==> config.mk <==
export PLATFORM = sky130hd
export DESIGN_NAME = mem_access_stage
export DESIGN_NICKNAME = d
export VERILOG_FILES = /design/src/rtl/riscv_pkg.sv /design/src/rtl/mem_access_stage_load_align.sv /design/src/rtl/mem_access_stage.sv
export SDC_FILE = /design/constraint.sdc
export NUM_CORES = 1
export LEC_CHECK = 0
export CAP_MARGIN = 20
export CORE_AREA = 5 5 151 95
export CTS_BUF_LIST = sky130_fd_sc_hd__clkbuf_4
export CTS_CLUSTER_DIAMETER = 120
export DETAILED_ROUTE_END_ITERATION = 12
export DIE_AREA = 0 0 156 100
export PLACE_DENSITY = 0.93
export SYNTH_ARGS = -nofsm -noshare
export SYNTH_HDL_FRONTEND = slang
export SYNTH_SLANG_ARGS = --single-unit
==> constraint.sdc <==
create_clock -name clk -period 3.1 [get_ports clk]
set_input_delay 0.62 -clock clk [delete_from_list [all_inputs] [get_ports clk]]
set_output_delay 0.62 -clock clk [all_outputs]
set_load 0.02 [all_outputs]
==> src/rtl/riscv_pkg.sv <==
// Shared RISC-V memory-stage definitions: funct3 size/sign encodings, FSM states,
// byte-enable patterns and the alignment rule used by the load/store stage.
package riscv_pkg;

  localparam logic [2:0] F3_B  = 3'b000;
  localparam logic [2:0] F3_H  = 3'b001;
  localparam logic [2:0] F3_W  = 3'b010;
  localparam logic [2:0] F3_BU = 3'b100;
  localparam logic [2:0] F3_HU = 3'b101;

  localparam logic [3:0] BE_BYTE = 4'b0001;
  localparam logic [3:0] BE_HALF = 4'b0011;
  localparam logic [3:0] BE_WORD = 4'b1111;

  typedef enum logic [1:0] {
    IDLE = 2'd0,
    BUSY = 2'd1,
    DONE = 2'd2
  } mem_state_t;

  // Size lives in funct3[1:0]; byte accesses can never be misaligned.
  function automatic logic is_misaligned(input logic [2:0] funct3, input logic [1:0] addr_lo);
    case (funct3[1:0])
      2'b00:   return 1'b0;
      2'b01:   return addr_lo[0];
      default: return addr_lo != 2'b00;
    endcase
  endfunction

endpackage

==> src/rtl/mem_access_stage_load_align.sv <==
// load_align: picks the addressed byte/halfword out of a read word and
// sign- or zero-extends it according to funct3. Purely combinational.
module load_align
  import riscv_pkg::*;
#(
  parameter int XLEN = 32
) (
  input  logic [2:0]      funct3,
  input  logic [1:0]      addr_lo,
  input  logic [XLEN-1:0] rdata,
  output logic [XLEN-1:0] data
);

  logic [7:0]  byte_sel;
  logic [15:0] half_sel;

  // NOTE: every output of a combinational block gets a default first so no latch is inferred.
  always_comb begin
    byte_sel = rdata[{addr_lo, 3'b000} +: 8];
    half_sel = addr_lo[1] ? rdata[31:16] : rdata[15:0];
    data     = rdata;
    case (funct3)
      F3_B:    data = {{(XLEN-8){byte_sel[7]}}, byte_sel};
      F3_BU:   data = {{(XLEN-8){1'b0}}, byte_sel};
      F3_H:    data = {{(XLEN-16){half_sel[15]}}, half_sel};
      F3_HU:   data = {{(XLEN-16){1'b0}}, half_sel};
      default: data = rdata;
    endcase
  end

endmodule

==> src/rtl/mem_access_stage.sv <==
// mem_access_stage: RISC-V MEM stage driving a req/ack data bus and stalling the pipe.
// Optional watchdog on outstanding accesses: define MEM_ACCESS_TIMEOUT_EN.
module mem_access_stage
  import riscv_pkg::*;
#(
  parameter int XLEN           = 32,
  parameter int TIMEOUT_CYCLES = 64
) (
  input  logic            clk,
  input  logic            rst,
  input  logic [XLEN-1:0] ALUOutIn,
  input  logic [XLEN-1:0] WriteDataIn,
  input  logic            MemReadIn,
  input  logic            MemWriteIn,
  input  logic [2:0]      Funct3In,
  input  logic            RegWriteIn,
  input  logic            MemToRegIn,
  input  logic [4:0]      WriteRegIn,
  output logic [XLEN-1:0] ReadDataOut,
  output logic [XLEN-1:0] ALUOutOut,
  output logic            RegWriteOut,
  output logic            MemToRegOut,
  output logic [4:0]      WriteRegOut,
  output logic            StallOut,
  output logic            MisalignOut,
  output logic            dmem_req,
  output logic            dmem_we,
  output logic [XLEN-1:0] dmem_addr,
  output logic [XLEN-1:0] dmem_wdata,
  output logic [3:0]      dmem_be,
  input  logic            dmem_ack,
  input  logic [XLEN-1:0] dmem_rdata
);

  mem_state_t      state_q, state_d;
  logic            req_q, req_d;
  logic            we_q, we_d;
  logic [XLEN-1:0] addr_q, addr_d;
  logic [XLEN-1:0] wdata_q, wdata_d;
  logic [3:0]      be_q, be_d;
  logic [2:0]      funct3_q, funct3_d;
  logic [1:0]      lane_q, lane_d;
  logic [XLEN-1:0] rdata_q, rdata_d;

  logic            access;
  logic            misaligned;
  logic            start;
  logic            fault;
  logic [XLEN-1:0] lane_wdata;
  logic [3:0]      lane_be;
  logic [XLEN-1:0] load_ext;

  assign access     = MemReadIn | MemWriteIn;
  assign misaligned = access & is_misaligned(Funct3In, ALUOutIn[1:0]);
  assign start      = (state_q == IDLE) & access & ~misaligned;

  always_comb begin
    lane_wdata = WriteDataIn;
    lane_be    = BE_WORD;
    case (Funct3In[1:0])
      2'b00: begin
        lane_wdata = {(XLEN/8){WriteDataIn[7:0]}};
        lane_be    = BE_BYTE << ALUOutIn[1:0];
      end
      2'b01: begin
        lane_wdata = {(XLEN/16){WriteDataIn[15:0]}};
        lane_be    = BE_HALF << {ALUOutIn[1], 1'b0};
      end
      default: ;
    endcase
  end

  load_align #(.XLEN(XLEN)) u_load_align (
    .funct3  (funct3_q),
    .addr_lo (lane_q),
    .rdata   (dmem_rdata),
    .data    (load_ext)
  );

`ifdef MEM_ACCESS_TIMEOUT_EN
  localparam int CNT_W = $clog2(TIMEOUT_CYCLES + 1);
  logic [CNT_W-1:0] cnt_q, cnt_d;
  logic             fault_q, fault_d;
  logic             timeout_hit;

  assign timeout_hit = (state_q == BUSY) & ~(req_q & dmem_ack) &
                       (cnt_q == CNT_W'(TIMEOUT_CYCLES - 1));
  assign fault       = (state_q == DONE) & fault_q;

  always_comb begin
    cnt_d   = cnt_q;
    fault_d = fault_q;
    if (start)                   cnt_d = '0;
    else if (state_q == BUSY)    cnt_d = cnt_q + 1'b1;
    if (timeout_hit)             fault_d = 1'b1;
    else if (state_q == DONE)    fault_d = 1'b0;
  end

  always_ff @(posedge clk or negedge rst) begin
    if (!rst) begin
      cnt_q   <= '0;
      fault_q <= 1'b0;
    end else begin
      cnt_q   <= cnt_d;
      fault_q <= fault_d;
    end
  end
`else
  logic timeout_hit;
  assign timeout_hit = 1'b0;
  assign fault       = 1'b0;
`endif

  always_comb begin
    state_d  = state_q;
    req_d    = req_q;
    we_d     = we_q;
    addr_d   = addr_q;
    wdata_d  = wdata_q;
    be_d     = be_q;
    funct3_d = funct3_q;
    lane_d   = lane_q;
    rdata_d  = rdata_q;
    case (state_q)
      IDLE: begin
        if (start) begin
          state_d  = BUSY;
          req_d    = 1'b1;
          we_d     = MemWriteIn;  // store wins when both strobes are set
          addr_d   = {ALUOutIn[XLEN-1:2], 2'b00};
          wdata_d  = lane_wdata;
          be_d     = lane_be;
          funct3_d = Funct3In;
          lane_d   = ALUOutIn[1:0];
        end
      end
      BUSY: begin
        if (req_q && dmem_ack) begin
          state_d = DONE;
          req_d   = 1'b0;
          if (!we_q) rdata_d = load_ext;
        end else if (timeout_hit) begin
          state_d = DONE;
          req_d   = 1'b0;
        end
      end
      DONE:    state_d = IDLE;
      default: state_d = IDLE;
    endcase
  end

  // NOTE: sequential state uses non-blocking assignments so all flops update from pre-edge values.
  // NOTE: the read-data and bus registers are reset explicitly; they are plain flops, not memory arrays.
  always_ff @(posedge clk or negedge rst) begin
    if (!rst) begin
      state_q  <= IDLE;
      req_q    <= 1'b0;
      we_q     <= 1'b0;
      addr_q   <= '0;
      wdata_q  <= '0;
      be_q     <= '0;
      funct3_q <= '0;
      lane_q   <= '0;
      rdata_q  <= '0;
    end else begin
      state_q  <= state_d;
      req_q    <= req_d;
      we_q     <= we_d;
      addr_q   <= addr_d;
      wdata_q  <= wdata_d;
      be_q     <= be_d;
      funct3_q <= funct3_d;
      lane_q   <= lane_d;
      rdata_q  <= rdata_d;
    end
  end

  // Stall and fault strobes are gated by reset so they drop the moment reset asserts.
  assign StallOut    = rst & (start | (state_q == BUSY));
  assign MisalignOut = rst & (((state_q == IDLE) & misaligned) | fault);
  assign RegWriteOut = RegWriteIn & ~(((state_q == IDLE) & misaligned) | fault);

  assign ReadDataOut = rdata_q;
  assign ALUOutOut   = ALUOutIn;
  assign MemToRegOut = MemToRegIn;
  assign WriteRegOut = WriteRegIn;

  assign dmem_req   = req_q;
  assign dmem_we    = we_q;
  assign dmem_addr  = addr_q;
  assign dmem_wdata = wdata_q;
  assign dmem_be    = be_q;

endmodule

# Yosys cells after proc, flatten, opt, wreduce, memory -nomap -nowiden

Cells that the tools add are included.

Register bits after elaboration: 107

Eq/ne operators: 7
Shift-type cells: 3
Muxes and demuxes: 11
Bitwise logic cells: 12
Reduce and logical (&&, ||, !) cells: 10

Operators by type and width:

| operator                                             | number |
|---|---|
| one-hot mux 32 bit (4 select lines)                  | 1 |
| one-hot mux 32 bit (2 select lines)                  | 1 |
| indexed part select 32 x 6 -> 8 bit                  | 1 |
| two-way mux 16 bit                                   | 1 |
| one-hot mux 4 bit (2 select lines)                   | 1 |
| bitwise AND 1 bit                                    | 7 |
| equality test 3 bit (second input constant)          | 2 |
| AND reduction 3 bit                                  | 2 |
| equality test 2 x 1 -> 1 bit (second input constant) | 2 |
| zero test 2 bit                                      | 2 |
| two-way mux 2 bit                                    | 2 |
| inequality test 2 bit (second input constant)        | 2 |
| one-hot mux 1 bit (2 select lines)                   | 2 |
| one-hot mux 2 bit (2 select lines)                   | 1 |
| AND reduction 2 bit                                  | 2 |
| nonzero test 2 bit                                   | 2 |
| << shifter 1 x 2 -> 4 bit (first input constant)     | 1 |
| << shifter 2 x 2 -> 4 bit (first input constant)     | 1 |
| equality test 3 x 1 -> 1 bit (second input constant) | 1 |
| zero test 3 bit                                      | 1 |
| inverter 1 bit                                       | 3 |
| two-way mux 1 bit                                    | 2 |
| bitwise OR 1 bit                                     | 2 |
| logical AND 1 bit                                    | 1 |

# Depth between registers and ports, before layout

Depth after elaboration: 7
Gate-level depth with buffers: 6

# Cells and area by module

From an unflattened synthesis, not the netlist that was laid out.

Cell total of the unflattened synthesis: 472
Area total of the unflattened synthesis: 5606.6 um^2

By module, submodules not included:

| module           | times used | cells each | area an instance (um^2) | seq. area each (um^2) |
|---|---|---|---|---|
| mem_access_stage | 1          | 376        | 4760.8                  | 2677.6 |
| load_align       | 1          | 96         | 845.8                   | 0.0 |

# Least setup slack after synthesis

OpenSTA, ideal clock, no wires.

Path type: input to output
Start: in ALUOutIn[1]
End: out StallOut
Data arrival time: 2.046 ns
Slack: 0.434 ns
Cell stages on the path: 5
Buffers on the path: 2
Cells stage by stage: or2_0 buf_2 a2111oi_4 buf_6 o21a_1

Word-level cells in the longest chain between the ends: 7

Ends and longest elaborated chain:

| what                               | RTL line                | source |
|---|---|---|
| start: declaration                 | mem_access_stage.sv:11  | `input logic [XLEN-1:0] ALUOutIn,` |
| nonzero test 2 bit                 | riscv_pkg.sv:26         | `default: return addr_lo != 2'b00;` |
| one-hot mux 1 bit (2 select lines) | riscv_pkg.sv:23         | `case (funct3[1:0])` |
| bitwise AND 1 bit                  | mem_access_stage.sv:54  | `assign misaligned = access & is_misaligned(Funct3In, ALUOutIn[1:0]);` |
| inverter 1 bit                     | mem_access_stage.sv:55  | `assign start = (state_q == IDLE) & access & ~misaligned;` |
| bitwise AND 1 bit                  | mem_access_stage.sv:55  |  |
| bitwise OR 1 bit                   | mem_access_stage.sv:179 | `assign StallOut = rst & (start \| (state_q == BUSY));` |
| bitwise AND 1 bit                  | mem_access_stage.sv:179 |  |
| end: declaration                   | mem_access_stage.sv:24  | `output logic StallOut,` |

No other way between the ends.

# Final worst setup path

Start: in ALUOutIn[0]
End: out StallOut

Word-level cells in the longest chain between the ends: 7

Ends and longest elaborated chain:

| what                                 | RTL line |
|---|---|
| nonzero test 2 bit                   | riscv_pkg.sv:26 |
| one-hot mux 1 bit (2 select lines) * | riscv_pkg.sv:23 |
| bitwise AND 1 bit *                  | mem_access_stage.sv:54 |
| inverter 1 bit *                     | mem_access_stage.sv:55 |
| bitwise AND 1 bit *                  | mem_access_stage.sv:55 |
| bitwise OR 1 bit *                   | mem_access_stage.sv:179 |
| bitwise AND 1 bit *                  | mem_access_stage.sv:179 |

Every way passes the cells marked *; elsewhere a longest branch is shown, timed or not.

==> impl_summary.log <==
INFO  metric die_h = 100 um
INFO  metric worst_slew_pin_slew = 730 ps
INFO  metric critPathMaxFanout = 4
INFO  metric number_of_global_route_vias_before_repair = 4517
INFO  metric syn_avg_cell_area = 10.5 um^2
INFO  metric grt_antenna_before_repair = 1
INFO  metric clock-sinks = 107
INFO  metric drc = 0
INFO  metric number_of_cts_inserted_buffers = 9
INFO  metric post_synth_instance_area = 5270 um^2
INFO  metric cp_cell_instances = clkdlybuf4s50_1 -> or2_1 -> a2111oi_4 -> o21a_1 -> dlygate4sd2_1
INFO  metric fin_nets = 816
INFO  metric die_area = 15600 um^2
INFO  metric clkSlewWorstSetupHoldPaths = 160 ps
INFO  metric final_common_cell = clkdlybuf4s50_1
INFO  metric multi_input_area = 2110 um^2
INFO  metric pwr_density_cell = 943 nW/um^2
INFO  metric gp_congestion = 0.807
INFO  metric nature_of_the_critical_path_endpoint = output port
INFO  metric grt_max_degree = 65
INFO  metric clock_tree_from_tritoncts = yes
INFO  metric n_diodes = 0
INFO  metric power.static_leakage = 3.19 nW
INFO  metric regArea = 2680 um^2
INFO  metric yosys_warnings = 0
INFO  metric ys_seq_area_share = 50.8%
INFO  metric final-setup-viol-count = 0
INFO  metric htreeDepth = 3
INFO  metric worst_ep_arrival_time = 2260 ps
INFO  metric synth_top_flop_cell = dfrtp_1
INFO  metric status = finished, final reports clean
INFO  metric ys_ff_latch = 107
INFO  metric period_needed = 2880 ps
INFO  metric yosys-top-cells-area = dfrtp_1 51%, mux2_2 12%, buf_4 5.8%, mux2i_1 4.7%, a21oi_1 4.5%
INFO  metric detail_route.vias_per_cell = 5.09
INFO  metric cp.buffers_inverters = 2
INFO  metric pin_count = 254
INFO  metric max-cap-violations = 0
INFO  metric wire_per_inst = 18.1 um
INFO  metric r2r_slack = 730 ps
INFO  metric placement.io_buffers = 239
INFO  metric synthCells = 504
INFO  metric worstPathRequired = 2480 ps
INFO  metric max_vdd_drop = 0.527 mV
INFO  metric layout.core_utilization = 60.6%
INFO  metric drtPass1Iterations = 5
INFO  metric place.detailed.hpwl = 12.5 mm
INFO  metric clock-root-buffer = clkbuf_4
INFO  metric dr_total_vias = 4481
INFO  metric hold_viol = 0
INFO  metric layout_common_cells = 235 x clkdlybuf4s50_1, 107 x dfrtp_1, 55 x mux2_2, 50 x nand2_1, 47 x a21oi_1
INFO  metric area_of_the_core = 12700 um^2
INFO  metric critical_path.startpoint_type = input port
INFO  metric yosysTopAreaCellShare = 50.8%
INFO  metric die_w = 156 um
INFO  metric final_max_slew_viol_count = 0
INFO  metric timing.critical_path.slowest_stage_cell = clkdlybuf4s50_1
INFO  metric timing.hold.worst.class = flip-flop to flip-flop
INFO  metric worst_slew_margin_relative_to_its_limit = 51.4%
INFO  metric path_class = input port to output port
INFO  metric synth_cell_type_count = 42
INFO  metric setup_tns = 0 ps
INFO  metric crit_family = buffers and inverters
INFO  metric cts_post_setup_buffers_inserted = 0
INFO  metric fillerInstances = 1039
INFO  metric grtUsageTotal = 20.2%
INFO  metric drt_first_iter_violations = 283
INFO  metric grt_pass1_wl = 24.9 mm
INFO  metric areaGrowthSynthToFinish = 45.9%
INFO  metric final_wirelength = 15.9 mm
INFO  metric synth_edf_count = 0
INFO  metric async_s_r_ff_share_synth = 100%
INFO  metric number_of_placement_rows = 32
INFO  metric drive_above_1_share = 13.5%
INFO  metric floorplan.initialDensity = 41.5%
INFO  metric finClkSkew = 6.53 ps
INFO  metric clk_path_buf_depth = 2
INFO  metric maximum_operating_frequency = 347 MHz
INFO  metric layout_worst_path_cycle_share = 93.1%
INFO  metric grt_setup_unrepaired = no
INFO  metric clkLatencyLatePin = 450 ps
INFO  metric yosysTopAreaCell = dfrtp_1
INFO  metric detail-route-antenna-nets = 0
INFO  metric cpPeakStageDelay = 470 ps
INFO  metric grt_remaining_overflow = 0
[path summary, 6_finish.rpt]
| kind | from | endpoint | cells after the start |
|---|---|---|---|
| min in group asynchronous | rst | dmem_wdata[0]$_DFFE_PN0P_ | 2 |
| max in group asynchronous | rst | dmem_addr[31]$_DFFE_PN0P_ | 4 |
| worst max-delay path | ALUOutIn[0] | StallOut | 5 |
| worst max register to register | state_q[1]$_DFFE_PN0P_ | dmem_addr[13]$_DFFE_PN0P_ | 5 |
| worst min-delay path | ReadDataOut[9]$_DFFE_PN0P_ | ReadDataOut[9]$_DFFE_PN0P_ | 2 |
| worst min register to register | ReadDataOut[9]$_DFFE_PN0P_ | ReadDataOut[9]$_DFFE_PN0P_ | 2 |
[kinds of logic (layout without fill, tap and decap cells)]
group | Yosys count | count (layout) | share of synthesized area [%]
muxes | 81 | 81 | 16.9
other | 1 | 2 | 0.0711
xor gates and xnor gates | 1 | 1 | 0.166
AOI/OAI and AO/OA | 114 | 114 | 12.4
buffers and inverters | 77 | 282 | 9.23
DFF | 107 | 107 | 50.8
and+or+nand+nor | 123 | 123 | 10.4
[power breakdown]
part	leakage, nW	switching (mW)	total, mW	internal, mW
Clock	0.0624	0.477	0.648	0.171
Sequential	1.26	0.419	2.50	2.08
Combinational	1.87	2.13	4.11	1.98
Total	3.19	3.02	7.26	4.23
[final cells by class]
type,count,area share [%]
Sequential cell,107,34.8
Clock inverter,7,0.651
Timing Repair Buffer,259,33.1
Inverter,7,0.342
Clock buffer,9,0.879
Tap cell,170,2.77
Multi-Input combinational cell,321,27.5
[flip-flops by register name, indices dropped and copies added (netlist names)]
register     flops
dmem_be          4
dmem_addr       30
dmem_req         1
ReadDataOut     32
state_q          2
lane_q           2
dmem_wdata      32
funct3_q         3
dmem_we          1
[timing repair]
| item | CTS | global route |
|---|---|---|
| endpoints found under the hold margin | 14 | 0 |
| hold buffers | 1 | 0 |
| cloned | 0 | 0 |
| endpoints found under the setup margin | 2 | 1 |
| resized for setup | 2 | 2 |
[tightest hold or removal path, stage by stage, from the launching register on]
cell and delay [ps]:
dfrtp_1 370, nand2_1 50, o21ai_0 60
[Yosys cell counts (3+ instances only)]
cell,instances
a21o_1,4
a21oi_1,47
a31oi_1,6
buf_2,5
buf_4,41
buf_6,5
clkbuf_1,18
dfrtp_1,107
inv_1,7
mux2_2,55
mux2i_1,25
nand2_1,50
nand2b_1,3
nor2_1,40
o21ai_0,43
or2_2,3
or3_1,13
[per-layer routing]
metal | vias up | share of wire [%] | global-route usage (%)
met5 | - | 0.069 | 0
met2 | 193 | 47 | 32.4
met4 | 2 | 1.3 | 4.30
li1 | 2119 | - | -
met3 | 22 | 11 | 8.14
met1 | 2145 | 41 | 26.0
[stage by stage]
stage / total power [mW] / hold slack [ps] / instance area [um^2] / instances / setup WS (ps)
global placement: 6.53 / 466 / 7560 / 863 / -56.2
floorplan: 4.69 / 324 / 5280 / 505 / 434
global route: 7.72 / 543 / 7690 / 880 / 130
detailed placement: 6.65 / 472 / 7560 / 863 / -75.4
CTS: 7.32 / 510 / 7690 / 880 / 29.9
finish: 7.26 / 504 / 7690 / 880 / 215
Power figures use the tool's default switching activity.
